$ cat src/rtl/score_pkg.sv
// Shared encodings and sizes for the game-level score controller.
// Imported by the arbiter and the controller top.
package score_pkg;

  localparam int NUM_SCORE_REQ   = 4;
  localparam int ADD_SCORE_W     = 4;
  localparam int SCORE_WIDTH_DEC = 12;

  localparam logic [1:0] SCORE_ST_IDLE  = 2'd0;
  localparam logic [1:0] SCORE_ST_PLAY  = 2'd1;
  localparam logic [1:0] SCORE_ST_DRAIN = 2'd2;
  localparam logic [1:0] SCORE_ST_OVER  = 2'd3;

  typedef enum logic [2:0] {
    ST_IDLE,
    ST_CLR,
    ST_PLAY,
    ST_DRAIN,
    ST_OVER
  } score_st_e;

  // CLR is a one-cycle internal step and reports as IDLE
  function automatic logic [1:0] st_code(input score_st_e s);
    logic [1:0] c;
    c = SCORE_ST_IDLE;
    unique case (s)
      ST_PLAY:  c = SCORE_ST_PLAY;
      ST_DRAIN: c = SCORE_ST_DRAIN;
      ST_OVER:  c = SCORE_ST_OVER;
      default:  c = SCORE_ST_IDLE;
    endcase
    return c;
  endfunction

endpackage

$ cat src/rtl/score_rr_arb.sv
// Round-robin candidate search: first valid source at or
// after the pointer, wrapping cyclically. Purely combinational.
module score_rr_arb
  import score_pkg::*;
#(
  parameter int NUM_REQ = NUM_SCORE_REQ,
  parameter int IDX_W   = (NUM_REQ > 1) ? $clog2(NUM_REQ) : 1
) (
  input  logic [NUM_REQ-1:0] valid_i,
  input  logic [IDX_W-1:0]   ptr_i,
  output logic [IDX_W-1:0]   idx_o,
  output logic               found_o
);

  logic [IDX_W-1:0] k;

  // Walk from farthest to nearest so the nearest hit wins
  always_comb begin
    idx_o   = '0;
    found_o = 1'b0;
    k       = '0;
    for (int i = NUM_REQ - 1; i >= 0; i--) begin
      k = IDX_W'((int'(ptr_i) + i) % NUM_REQ);
      if (valid_i[k]) begin
        idx_o   = k;
        found_o = 1'b1;
      end
    end
  end

endmodule

$ cat src/rtl/score_ctrl.sv
// Game-level score controller: arbitrates award requests into the
// BCD accumulator and sequences start / drain / high-score commit.
module score_ctrl
  import score_pkg::*;
#(
  parameter int NUM_REQ = NUM_SCORE_REQ,
  parameter int ADD_W   = ADD_SCORE_W,
  parameter int SCORE_W = SCORE_WIDTH_DEC
) (
  input  logic                     clk_vga,
  input  logic                     rst,
  input  logic [NUM_REQ-1:0]       req_valid_i,
  input  logic [NUM_REQ*ADD_W-1:0] req_points_i,
  output logic [NUM_REQ-1:0]       req_ready_o,
  input  logic                     game_start_i,
  input  logic                     game_over_i,
  input  logic [SCORE_W-1:0]       score_i,
  output logic [ADD_W-1:0]         add_score_o,
  output logic                     score_clr_o,
  output logic [SCORE_W-1:0]       high_score_o,
  output logic                     new_record_o,
  output logic [1:0]               state_o
);

  localparam int IDX_W = (NUM_REQ > 1) ? $clog2(NUM_REQ) : 1;
  localparam logic [ADD_W+1:0] ADD_MAX = {2'b00, {ADD_W{1'b1}}};

  score_st_e          st_q, st_d;
  logic [IDX_W-1:0]   ptr_q, ptr_d;
  logic [ADD_W-1:0]   add_q, add_d;
  logic [ADD_W-1:0]   shadow_q, shadow_d;
  logic               clr_q, clr_d;
  logic [SCORE_W-1:0] hs_q, hs_d;
  logic               nr_q, nr_d;

  logic [IDX_W-1:0]   cand_idx;
  logic               cand_found;
  logic [ADD_W-1:0]   cand_pts;
  logic [ADD_W+1:0]   fill_sum;
  logic               grant_en;

  score_rr_arb #(
    .NUM_REQ (NUM_REQ),
    .IDX_W   (IDX_W)
  ) u_arb (
    .valid_i (req_valid_i),
    .ptr_i   (ptr_q),
    .idx_o   (cand_idx),
    .found_o (cand_found)
  );

  assign cand_pts = req_points_i[cand_idx*ADD_W +: ADD_W];

  // Buffer content plus the award in flight plus the candidate
  assign fill_sum = {2'b00, shadow_q} + {2'b00, add_q}
                  + {2'b00, cand_pts};

  assign grant_en = (st_q == ST_PLAY) && !game_start_i
                 && !game_over_i && cand_found
                 && (fill_sum <= ADD_MAX);

  assign req_ready_o  = grant_en ? (NUM_REQ'(1) << cand_idx) : '0;
  assign add_score_o  = add_q;
  assign score_clr_o  = clr_q;
  assign high_score_o = hs_q;
  assign new_record_o = nr_q;
  assign state_o      = st_code(st_q);

  always_comb begin
    st_d     = st_q;
    ptr_d    = ptr_q;
    add_d    = '0;
    hs_d     = hs_q;
    nr_d     = nr_q;
    shadow_d = (shadow_q != '0) ? shadow_q + add_q - ADD_W'(1)
                                : add_q;
    if (clr_q) shadow_d = '0;
    if (grant_en) begin
      add_d = cand_pts;
      ptr_d = IDX_W'((int'(cand_idx) + 1) % NUM_REQ);
    end
    unique case (st_q)
      ST_CLR: begin
        st_d = ST_PLAY;
        nr_d = 1'b0;
      end
      ST_IDLE, ST_OVER: begin
        if (game_start_i) st_d = ST_CLR;
      end
      ST_PLAY: begin
        if (game_start_i)     st_d = ST_CLR;
        else if (game_over_i) st_d = ST_DRAIN;
      end
      ST_DRAIN: begin
        if (game_start_i) begin
          st_d = ST_CLR;
        end else if (shadow_q == '0 && add_q == '0) begin
          st_d = ST_OVER;
          if (score_i > hs_q) begin
            hs_d = score_i;
            nr_d = 1'b1;
          end
        end
      end
      default: st_d = ST_IDLE;
    endcase
    clr_d = (st_d == ST_CLR);
  end

  always_ff @(posedge clk_vga) begin
    if (rst) begin
      st_q     <= ST_IDLE;
      ptr_q    <= '0;
      add_q    <= '0;
      shadow_q <= '0;
      clr_q    <= 1'b0;
      hs_q     <= '0;
      nr_q     <= 1'b0;
    end else begin
      st_q     <= st_d;
      ptr_q    <= ptr_d;
      add_q    <= add_d;
      shadow_q <= shadow_d;
      clr_q    <= clr_d;
      hs_q     <= hs_d;
      nr_q     <= nr_d;
    end
  end

endmodule
$ cat config.mk
export PLATFORM = sky130hd
export DESIGN_NAME = score_ctrl
export DESIGN_NICKNAME = d
export VERILOG_FILES = /design/src/rtl/score_pkg.sv /design/src/rtl/score_rr_arb.sv /design/src/rtl/score_ctrl.sv
export SDC_FILE = /design/constraint.sdc
export NUM_CORES = 1
export LEC_CHECK = 0
export CAP_MARGIN = 20
export CORE_ASPECT_RATIO = 0.6
export CORE_MARGIN = 2
export CORE_UTILIZATION = 45
export DETAILED_ROUTE_END_ITERATION = 8
export GPL_TIMING_DRIVEN = 0
export PLACE_DENSITY = 0.75
export SLEW_MARGIN = 20
export SYNTH_ARGS = -nofsm -noshare
export SYNTH_HDL_FRONTEND = slang
export SYNTH_HIERARCHICAL = 1
export SYNTH_SLANG_ARGS = --single-unit
$ cat constraint.sdc
create_clock -name clk_vga -period 4.5 [get_ports clk_vga]
set_input_delay 0.675 -clock clk_vga [delete_from_list [all_inputs] [get_ports clk_vga]]
set_output_delay 0.675 -clock clk_vga [all_outputs]
set_load 0.02 [all_outputs]
* Word-level counts from Yosys, hierarchy flattened
Cells that the tools add are included.
** Cells by class
- Add/sub/neg operators :: 8
- Magnitude comparators :: 6
- Equality and inequality tests :: 8
- Shift-type cells :: 2
- Multiplexer cells :: 29
- Bitwise operators :: 2
- Reductions and logical operators :: 17
** Operators by type and width (count)
- $shiftx 16x5->4 :: 1
- $mux 3 :: 5
- $gt 12x12->1 :: 1
- $lt 2x3->1 const B :: 4
- $pmux 3 s4 :: 1
- $mux 1 :: 11
- $bmux 1 s2 :: 4
- $logic_not 4->1 :: 2
- $mux 2 :: 4
- $mux 4 :: 2
- $reduce_and 4->1 :: 2
- $add 5x4->6 :: 1
- $eq 3x1->1 const B :: 2
- $eq 3x2->1 const B :: 2
- $le 6x4->1 const B :: 1
- $ne 2x2->1 const B :: 3
- $pmux 2 s3 :: 1
- $reduce_or 2->1 :: 3
- $add 4x4->5 :: 1
- $logic_and 1x1->1 :: 5
- $add 2x1->2 const B :: 2
- $add 2x2->2 const B :: 2
- $add 4x4->4 :: 1
- $reduce_bool 4->1 :: 1
- other kinds (8) :: 10
** Storage, ports and cells
- Bits in registers :: 27
- Bits of input ports :: 36
- Output and inout bits :: 24
- Word-level logic and storage cells :: 79

* Depth between registers and ports, before layout
Gate-level depths: netlist (run 1).
- Depth in word-level cells :: 13
- Gate-level depth with buffers :: 15
- Mapped depth without buffers :: 14

* Cells and area by module
Netlist (run 1), hierarchy kept.
** Modules (own cells, without submodules)
- score_ctrl :: times used 1, cells an instance 237, area an instance 2189.6 um2, sequential area each 540.5 um2
- score_rr_arb :: times used 1, cells an instance 13, area an instance 77.6 um2, sequential area each 0.0 um2

* Worst setup path before layout (run 1)
Ideal clock, no wire load.
- Path type :: input -> output
- Start point :: input port req_valid_i[3]
- End point :: output port req_ready_o[0]
- Arrival time :: 3.621 ns
- Required time :: 3.825 ns
- Path slack :: 0.204 ns
- Stages on the path :: 10
- Buffers on the path :: 1
- Cells stage by stage :: mux2i_1 -> a211oi_2 -> clkbuf_1 -> mux4_2 -> fa_1 -> ha_1 -> a21o_1 -> a21o_1 -> a21oi_1 -> and2_1
** Between the ends
- Word-level cells in the longest chain between the ends :: 11
- Elaborated cells between the ends (all ways) :: 23
- Classes of those cells :: 1 x add/sub; 1 x order compare; 2 x shift; 17 x mux; 2 x reduce/logical
** RTL lines
- start, declared :: line score_ctrl.sv:12 : input logic [NUM_REQ-1:0] req_valid_i,
- $bmux 1 s2 :: line score_rr_arb.sv:24 : if (valid_i[k]) begin
- $mux 1 (not written as such) :: line score_rr_arb.sv:24
- $mux 2 (3 in series) :: line score_rr_arb.sv:24
- $mux 2 (*) :: line score_rr_arb.sv:24
- named net cand_idx[0] :: line score_ctrl.sv:36 : logic [IDX_W-1:0] cand_idx;
- $shiftx 16x5->4 (*) :: line score_ctrl.sv:52 : assign cand_pts = req_points_i[cand_idx*ADD_W +: ADD_W];
- named net cand_pts[2] :: line score_ctrl.sv:38 : logic [ADD_W-1:0] cand_pts;
- $add 5x4->6 (*) :: line score_ctrl.sv:56 : + {2'b00, cand_pts};
- $le 6x4->1 (*) :: line score_ctrl.sv:60 : && (fill_sum <= ADD_MAX);
- $logic_and 1x1->1 (*) :: line score_ctrl.sv:60
- $mux 4 (*) :: line score_ctrl.sv:62 : assign req_ready_o = grant_en ? (NUM_REQ'(1) << cand_idx) : '0;
- end, declared :: line score_ctrl.sv:14 : output logic [NUM_REQ-1:0] req_ready_o,
Mark *: on every way through the listed nets, which the timed path passes. The rest lies on a longest branch. The select of a mux whose other input is x is not followed.

* Final worst setup path (run 1)
- Start point :: input port req_valid_i[2]
- End point :: output port req_ready_o[0]
The elaborated chain is that of the path after synthesis.

==> impl_metrics.py, run 1 <==
metrics = {
    "route": {
        "postRouteWirelength_um": 6110,
        "number_of_vias_after_detailed_routing": 2186,
        "detail_route.iter0.violations": 111,
        "drt.antenna.violating_nets": 0,
        "firstDrtPassIters": 5,
        "routed_via_density": 5.69,
        "remaining_drc_errors": 0,
        "route.detailed.wl_per_inst_um": 15.9,
    },
    "setup_path": {
        "cp_common_cell": "a21o_1",
        "slowest_cell_on_the_critical_path": "mux4_2",
        "cp_num_buf_inv": 3,
        "timing.critical_path.from_type": "primary input",
        "worst-endpoint-arrival_ns": 3.69,
        "critical_path_class": "primary input to output pin",
        "cp_data_required_time_ns": 3.83,
        "worstSetupEndpointType": "output pin",
        "path_delay_family": "compound AO/OA/AOI/OAI gates",
        "crit_path_max_fanout": 5,
        "critical_path.max_stage_delay_ns": 0.53,
        "cp_cell_sequence": "dlygate4sd2_1 > nand2_1 > nor2_1 > a211oi_2 > clkbuf_8 > mux4_2 > fa_1 > ha_1 > a21o_1 > a21o_1 > a21oi_4 > and2_4 > buf_4",
    },
    "timing": {
        "timing.final.hold_violations": 0,
        "fin_setup_tns_ns": 0,
        "fin_crit_share_pct": 96.9,
        "worst_max_slew_margin_expressed_relative_to_the_limit_pct": 53.7,
        "final-setup-viol-count": 0,
        "final.min_clock_period_ns": 4.36,
        "final.setup_skew_ns": 0.00733,
        "achievable-frequency_mhz": 229,
        "slew_viol_final": 0,
        "max_slew.worst_pin.slew_ns": 0.690,
    },
    "cells_and_area": {
        "post_layout_nets": 388,
        "fill_cells": 393,
        "util_after_layout_pct": 65.1,
        "area.growth.synth_to_final_pct": 35.2,
        "drive_gt1_share_pct": 14.3,
        "finalNonFillerCells": 384,
        "sequential_cell_area_um2": 541,
        "multi_input_comb_area_um2": 1560,
        "num_antenna_cells": 0,
    },
    "synthesis": {
        "yosys_most_used_dff": "dfxtp_1",
        "post_synth_main_area_contributors": "dfxtp_1 24%, ha_1 13%, fa_1 5.3%, inv_1 4.8%, mux4_2 4.0%",
        "post-synth-top-area-fraction_pct": 23.8,
        "synth.ff_latch_count": 27,
        "yosysUniqueCellTypes": 37,
        "synthesis.area_um2": 2270,
        "yosys.area.top_type": "dfxtp_1",
        "ys.warnings.count": 6,
        "synth_sequential_area_ratio_pct": 23.8,
        "synth_edf_count": 0,
        "net_count_after_synthesis": 316,
        "yosysMostFrequentCell": "inv_1",
        "synthTopCellsByCount": "29 x inv_1, 27 x dfxtp_1, 24 x ha_1",
        "syn-instance-count": 250,
        "ys_async_sr_fraction_pct": 0,
        "avg_cell_area_syn_um2": 9.07,
    },
    "floorplan": {
        "initial_utilization_pct": 48.2,
        "num_rows": 19,
        "die-area_um2": 5640,
        "die_width_um": 95.6,
        "chipHeight_um": 59.0,
        "core_um2": 4710,
        "ios": 60,
    },
    "clocking": {
        "worst_skew_pair.late_latency_ns": 0.28,
        "cts-buffers-inserted": 3,
        "cts_tree": "built",
        "post_cts_hold_buffer_count": 0,
        "htree_num_levels": 1,
        "clock_sinks": 27,
        "cts-root-to-sink-buffers": 2,
        "cts.reportedPaths.clkPinSlew_ns": 0.10,
        "root_buffer": "clkbuf_8",
    },
    "global_route": {
        "grt.met1_usage_pct": 38.5,
        "largest_net_degree_at_the_start_of_global_routing": 16,
        "antenna_violations_before_repair": 0,
        "grt_most_used_layer": "met1",
        "grt.overflow.total": 0,
        "global_route.usage.met2_pct": 29.4,
        "grt_first_pass_wirelength_um": 10000,
        "grt_pass1_vias": 2083,
        "track_usage_pct": 22.7,
        "groute.layer.met3.usage_pct": 4.33,
    },
    "status": {
        "run_status": "finished, final reports clean",
    },
    "place": {
        "gpl.final_weighted_congestion": 0.799,
        "detailed_place_hpwl_um": 4670,
        "buffer_ports.inserted": 59,
        "placedCellCount": 372,
    },
    "power": {
        "peakVddDrop_mv": 0.131,
        "power.static_leakage_uw": 0.00122,
        "power_density_nw_per_um2": 266,
    },
    "run": {
        "maxCapViolCount": 0,
    },
    "hold_path": {
        "min_path_type": "flop to flop",
    },
}
[per-stage QoR]
step / setup WS [ns] / instance area [um2] / total power (uW) / hold slack, ns
floorplan: 0.204 / 2270 / 547 / 0.510
global placement: -1.19 / 2940 / 639 / 0.517
detailed placement: -1.21 / 2940 / 651 / 0.523
CTS: 0.0324 / 3040 / 806 / 0.531
global route: -0.0105 / 3060 / 873 / 0.550
finish: 0.137 / 3060 / 815 / 0.536
[sequential cells by signal, summed over array words and instances, names as in the netlist]
name          flops
high_score_o     12
add_score_o       4
shadow_q          4
st_q              3
ptr_q             2
new_record_o      1
score_clr_o       1
[repair_timing]
action | in CTS | in global routing
endpoints found under the setup margin | 4 | 4
gates resized for setup | 29 | 6
pin swaps | 4 | 4
buffers inserted | 6 | 2
[cells in the final DEF, fill, tap and decap left out, drive strengths merged, types with 2 or more instances in the layout]
cell,count
o311ai,13
nand2b,14
a21oi,9
a2111oi,4
or4,14
a211oi,5
nand4,4
inv,29
dlygate4sd2,2
nand2,6
clkdlybuf4s50,51
mux2i,2
and2,8
nor2,17
ha,24
buf,18
fa,6
o211ai,13
clkbuf,12
nor2b,14
dfxtp,27
nor3,4
nand3,3
a21o,5
xnor2,3
mux4,4
[layer usage]
layer | part of all wire, % | routed length [um] | up-vias
li1 | - | - | 1052
met1 | 53 | 3230 | 1033
met2 | 39 | 2380 | 97
met3 | 7.6 | 467 | 4
met4 | 0.65 | 40 | 0
met5 | 0 | 0 | -
[where the power goes]
group          switching, uW  leakage, uW  internal, uW  total, uW
sequential              19.5     0.000219           260        279
clock                   83.7    0.0000255          62.3        146
combinational            192     0.000971           198        390
[final cells by class]
class | instances | area share (%)
Buffer | 15 | 3.02
Clock buffer | 3 | 1.35
Clock inverter | 1 | 0.163
Inverter | 29 | 3.55
Multi-Input combinational cell | 179 | 50.8
Sequential cell | 27 | 17.6
Tap cell | 63 | 2.57
Timing Repair Buffer | 67 | 20.9
[worst paths after layout]
| check | start | end | slack, ns | depth (start not counted) |
|---|---|---|---|---|
| setup / recovery | req_valid_i[2] | req_ready_o[0] | 0.14 | 13 |
| hold / removal | score_clr_o | shadow_q[1] | 0.54 | 1 |
| setup reg to reg | ptr_q[1] | add_score_o[1] | 0.93 | 13 |
| hold reg to reg | score_clr_o | shadow_q[1] | 0.54 | 1 |
[worst reg2reg max path, cell delays in order, from the launching register on]
cell and delay, ns:
dfxtp_1 0.44, nand2b_1 0.13, a21oi_1 0.07, a211oi_2 0.21, clkbuf_8 0.20, mux4_2 0.53, fa_1 0.48, ha_1 0.29
a21o_1 0.20, a21o_1 0.21, a21oi_4 0.20, buf_4 0.17, nor2b_1 0.25, and2_1 0.16
[logic make-up (layout without fill, tap and decap cells)]
| group | Yosys count | after routing | share of synthesized area, % |
|---|---|---|---|
| and+or+nand+nor | 88 | 88 | 24.1 |
| AOI/OAI and AO/OA | 52 | 52 | 19.0 |
| buffers and inverters | 44 | 115 | 8.44 |
| adders and majority gates | 30 | 30 | 18.5 |
| DFF | 27 | 27 | 23.8 |
| muxes | 6 | 6 | 4.86 |
| xor gates and xnor gates | 3 | 3 | 1.16 |
Note: power is estimated with default switching activity, not from simulation.
==> inputs of run 2 (changes only) <==
- CTS_CLUSTER_SIZE: default -> 24
- SKIP_CTS_REPAIR_TIMING: default -> 1
==> impl_metrics.py, run 2 (synthesis results as in run 1) <==
metrics = {
    "status": {
        "run_status": "finished, final reports clean",
    },
    "setup_path": {
        "path_delay_family": "adder cells",
        "cp_common_cell": "buf_4",
        "regToRegStartpoint": "ptr_q[1]",
        "worstSetupEndpointType": "output pin",
        "worst-r2r-cell-count": 13,
        "timing.critical_path.from_type": "primary input",
        "critical_path_cell_count": 17,
        "worst-endpoint-arrival_ns": 3.74,
        "reg2reg_setup_slack_ns": 0.98,
        "cp-startpoint": "req_valid_i[2]",
        "critical_path.max_stage_delay_ns": 0.52,
        "crit_path_max_fanout": 6,
        "slowest_cell_on_the_critical_path": "mux4_2",
        "cp_cell_sequence": "dlymetal6s2s_1 > nand2_1 > nor2_1 > a211oi_2 > buf_4 > mux4_2 > inv_2 > fa_1 > inv_1 > ha_2 > inv_1 > fa_1 > nand4_1 > a21oi_4 > buf_4 > and2_1 > buf_4",
        "cp_num_buf_inv": 7,
        "critical_path_class": "primary input to output pin",
        "endpoint_of_the_most_critical_setup_path": "req_ready_o[1]",
        "worst_r2r_endpoint": "ptr_q[1]",
        "cp_data_required_time_ns": 3.83,
    },
    "timing": {
        "final.setup_skew_ns": 0.00613,
        "slew_viol_final": 0,
        "worst_max_slew_margin_expressed_relative_to_the_limit_pct": 51.8,
        "final-setup-viol-count": 0,
        "achievable-frequency_mhz": 227,
        "max_slew.worst_pin.slew_ns": 0.718,
        "final.min_clock_period_ns": 4.41,
        "fin_crit_share_pct": 98.0,
        "timing.final.hold_violations": 0,
    },
    "place": {
        "detailed_place_hpwl_um": 4670,
        "buffer_ports.inserted": 59,
        "gpl.final_weighted_congestion": 0.799,
        "post_dp_cell_area_um2": 2940,
    },
    "cells_and_area": {
        "util_after_layout_pct": 65.4,
        "area.growth.synth_to_final_pct": 35.8,
        "num_antenna_cells": 0,
        "drive_gt1_share_pct": 12.8,
        "post_layout_nets": 388,
        "layout.cells.most_common": "clkdlybuf4s50_1",
        "largest_reg_flops": 12,
        "fill_cells": 396,
        "layout.cell_area.non_filler_um2": 3080,
        "final_cell_mix": "51 x clkdlybuf4s50_1, 28 x inv_1, 27 x dfxtp_1",
    },
    "hold_path": {
        "min_path_type": "flop to flop",
        "timing.hold.worst_path_depth": 1,
    },
    "clocking": {
        "cts_tree": "built",
        "clock_sinks": 27,
        "cts-root-to-sink-buffers": 2,
        "htree_num_levels": 1,
        "worst_skew_pair.late_latency_ns": 0.28,
        "root_buffer": "clkbuf_8",
        "cts-buffers-inserted": 3,
        "cts.reportedPaths.clkPinSlew_ns": 0.10,
    },
    "power": {
        "share_comb_of_total_power_pct": 47.5,
        "power.static_leakage_uw": 0.00129,
        "power_density_nw_per_um2": 262,
        "internal_power_uw": 516,
        "power_frac_seq_pct": 34.6,
        "p_sw_uw": 291,
        "peakVddDrop_mv": 0.129,
        "finalPower_uw": 808,
        "netSwitchingFraction_pct": 36.1,
        "power_frac_clock_pct": 17.9,
    },
    "floorplan": {
        "ios": 60,
        "num_rows": 19,
        "die_width_um": 95.6,
        "die-area_um2": 5640,
        "chipHeight_um": 59.0,
        "initial_utilization_pct": 48.2,
        "core_um2": 4710,
    },
    "route": {
        "drt.antenna.violating_nets": 0,
        "route.detailed.wl_per_inst_um": 16.1,
        "postRouteWirelength_um": 6170,
        "firstDrtPassIters": 4,
        "remaining_drc_errors": 0,
        "detail_route.iter0.violations": 151,
        "routed_via_density": 5.61,
        "number_of_vias_after_detailed_routing": 2154,
    },
    "global_route": {
        "largest_net_degree_at_the_start_of_global_routing": 16,
        "grt_first_pass_wirelength_um": 9770,
        "track_usage_pct": 22.1,
        "grt_pass1_vias": 2031,
        "antenna_violations_before_repair": 0,
        "grt.overflow.total": 0,
    },
    "run": {
        "maxCapViolCount": 0,
    },
}
==> run 2: area by class of cell <==
type                       count  area, um2  share of cell area [%]
clock buffer                   3       41.3                    1.34
multi-input combinational    179       1550                    50.4
timing repair buffer          67        666                    21.6
buffer                        15       86.3                    2.80
clock inverter                 1       5.00                   0.163
tap                           63       78.8                    2.56
inverter                      29        109                    3.54
sequential                    27        541                    17.6
==> run 2: worst reg2reg max path, stage by stage, from the launching register on <==
cell      delay [ns]
dfxtp_1         0.46
nand2b_1        0.14
a21oi_1         0.07
a211oi_2        0.19
buf_4           0.19
mux4_2          0.54
fa_1            0.48
ha_1            0.31
a21o_1          0.21
a21o_1          0.21
a21oi_4         0.19
buf_4           0.16
mux2i_1         0.19
nor2_1          0.06
==> run 2: how the worst min path moves through the flow <==
stage / startpoint / endpoint / slack, ns
finish: score_clr_o / shadow_q[1] / 0.53
floorplan: ptr_q[0] / ptr_q[0] / 0.51
global placement: score_clr_o / shadow_q[1] / 0.52
global route: score_clr_o / shadow_q[1] / 0.55
detailed placement: score_clr_o / shadow_q[1] / 0.52
CTS: score_clr_o / shadow_q[1] / 0.53
==> run 2: power by group through the flow <==
stage / sequential [uW] / clock (uW) / combinational (uW)
floorplan: 282 / 0 / 264
global placement: 284 / 0 / 354
detailed placement: 285 / 0 / 365
CTS: 280 / 151 / 367
global route: 283 / 159 / 425
finish: 279 / 145 / 384
==> run 2: layer usage <==
layer  part of all wire (%)  global-route usage (%)
met5                      0                       0
met4                   0.79                    3.06
met1                     52                    37.6
met3                    7.4                    3.94
met2                     40                    28.6
==> run 2: through the flow <==
stage	setup slack (ns)	hold WS, ns	instances	setup TNS (ns)
after global placement	-1.19	0.517	372	-5.79
after global routing	-0.0592	0.552	384	-0.0592
after floorplan	0.204	0.510	250	0
after CTS	-1.22	0.531	376	-4.86
final	0.0897	0.529	384	0
after detailed placement	-1.21	0.523	372	-6.13
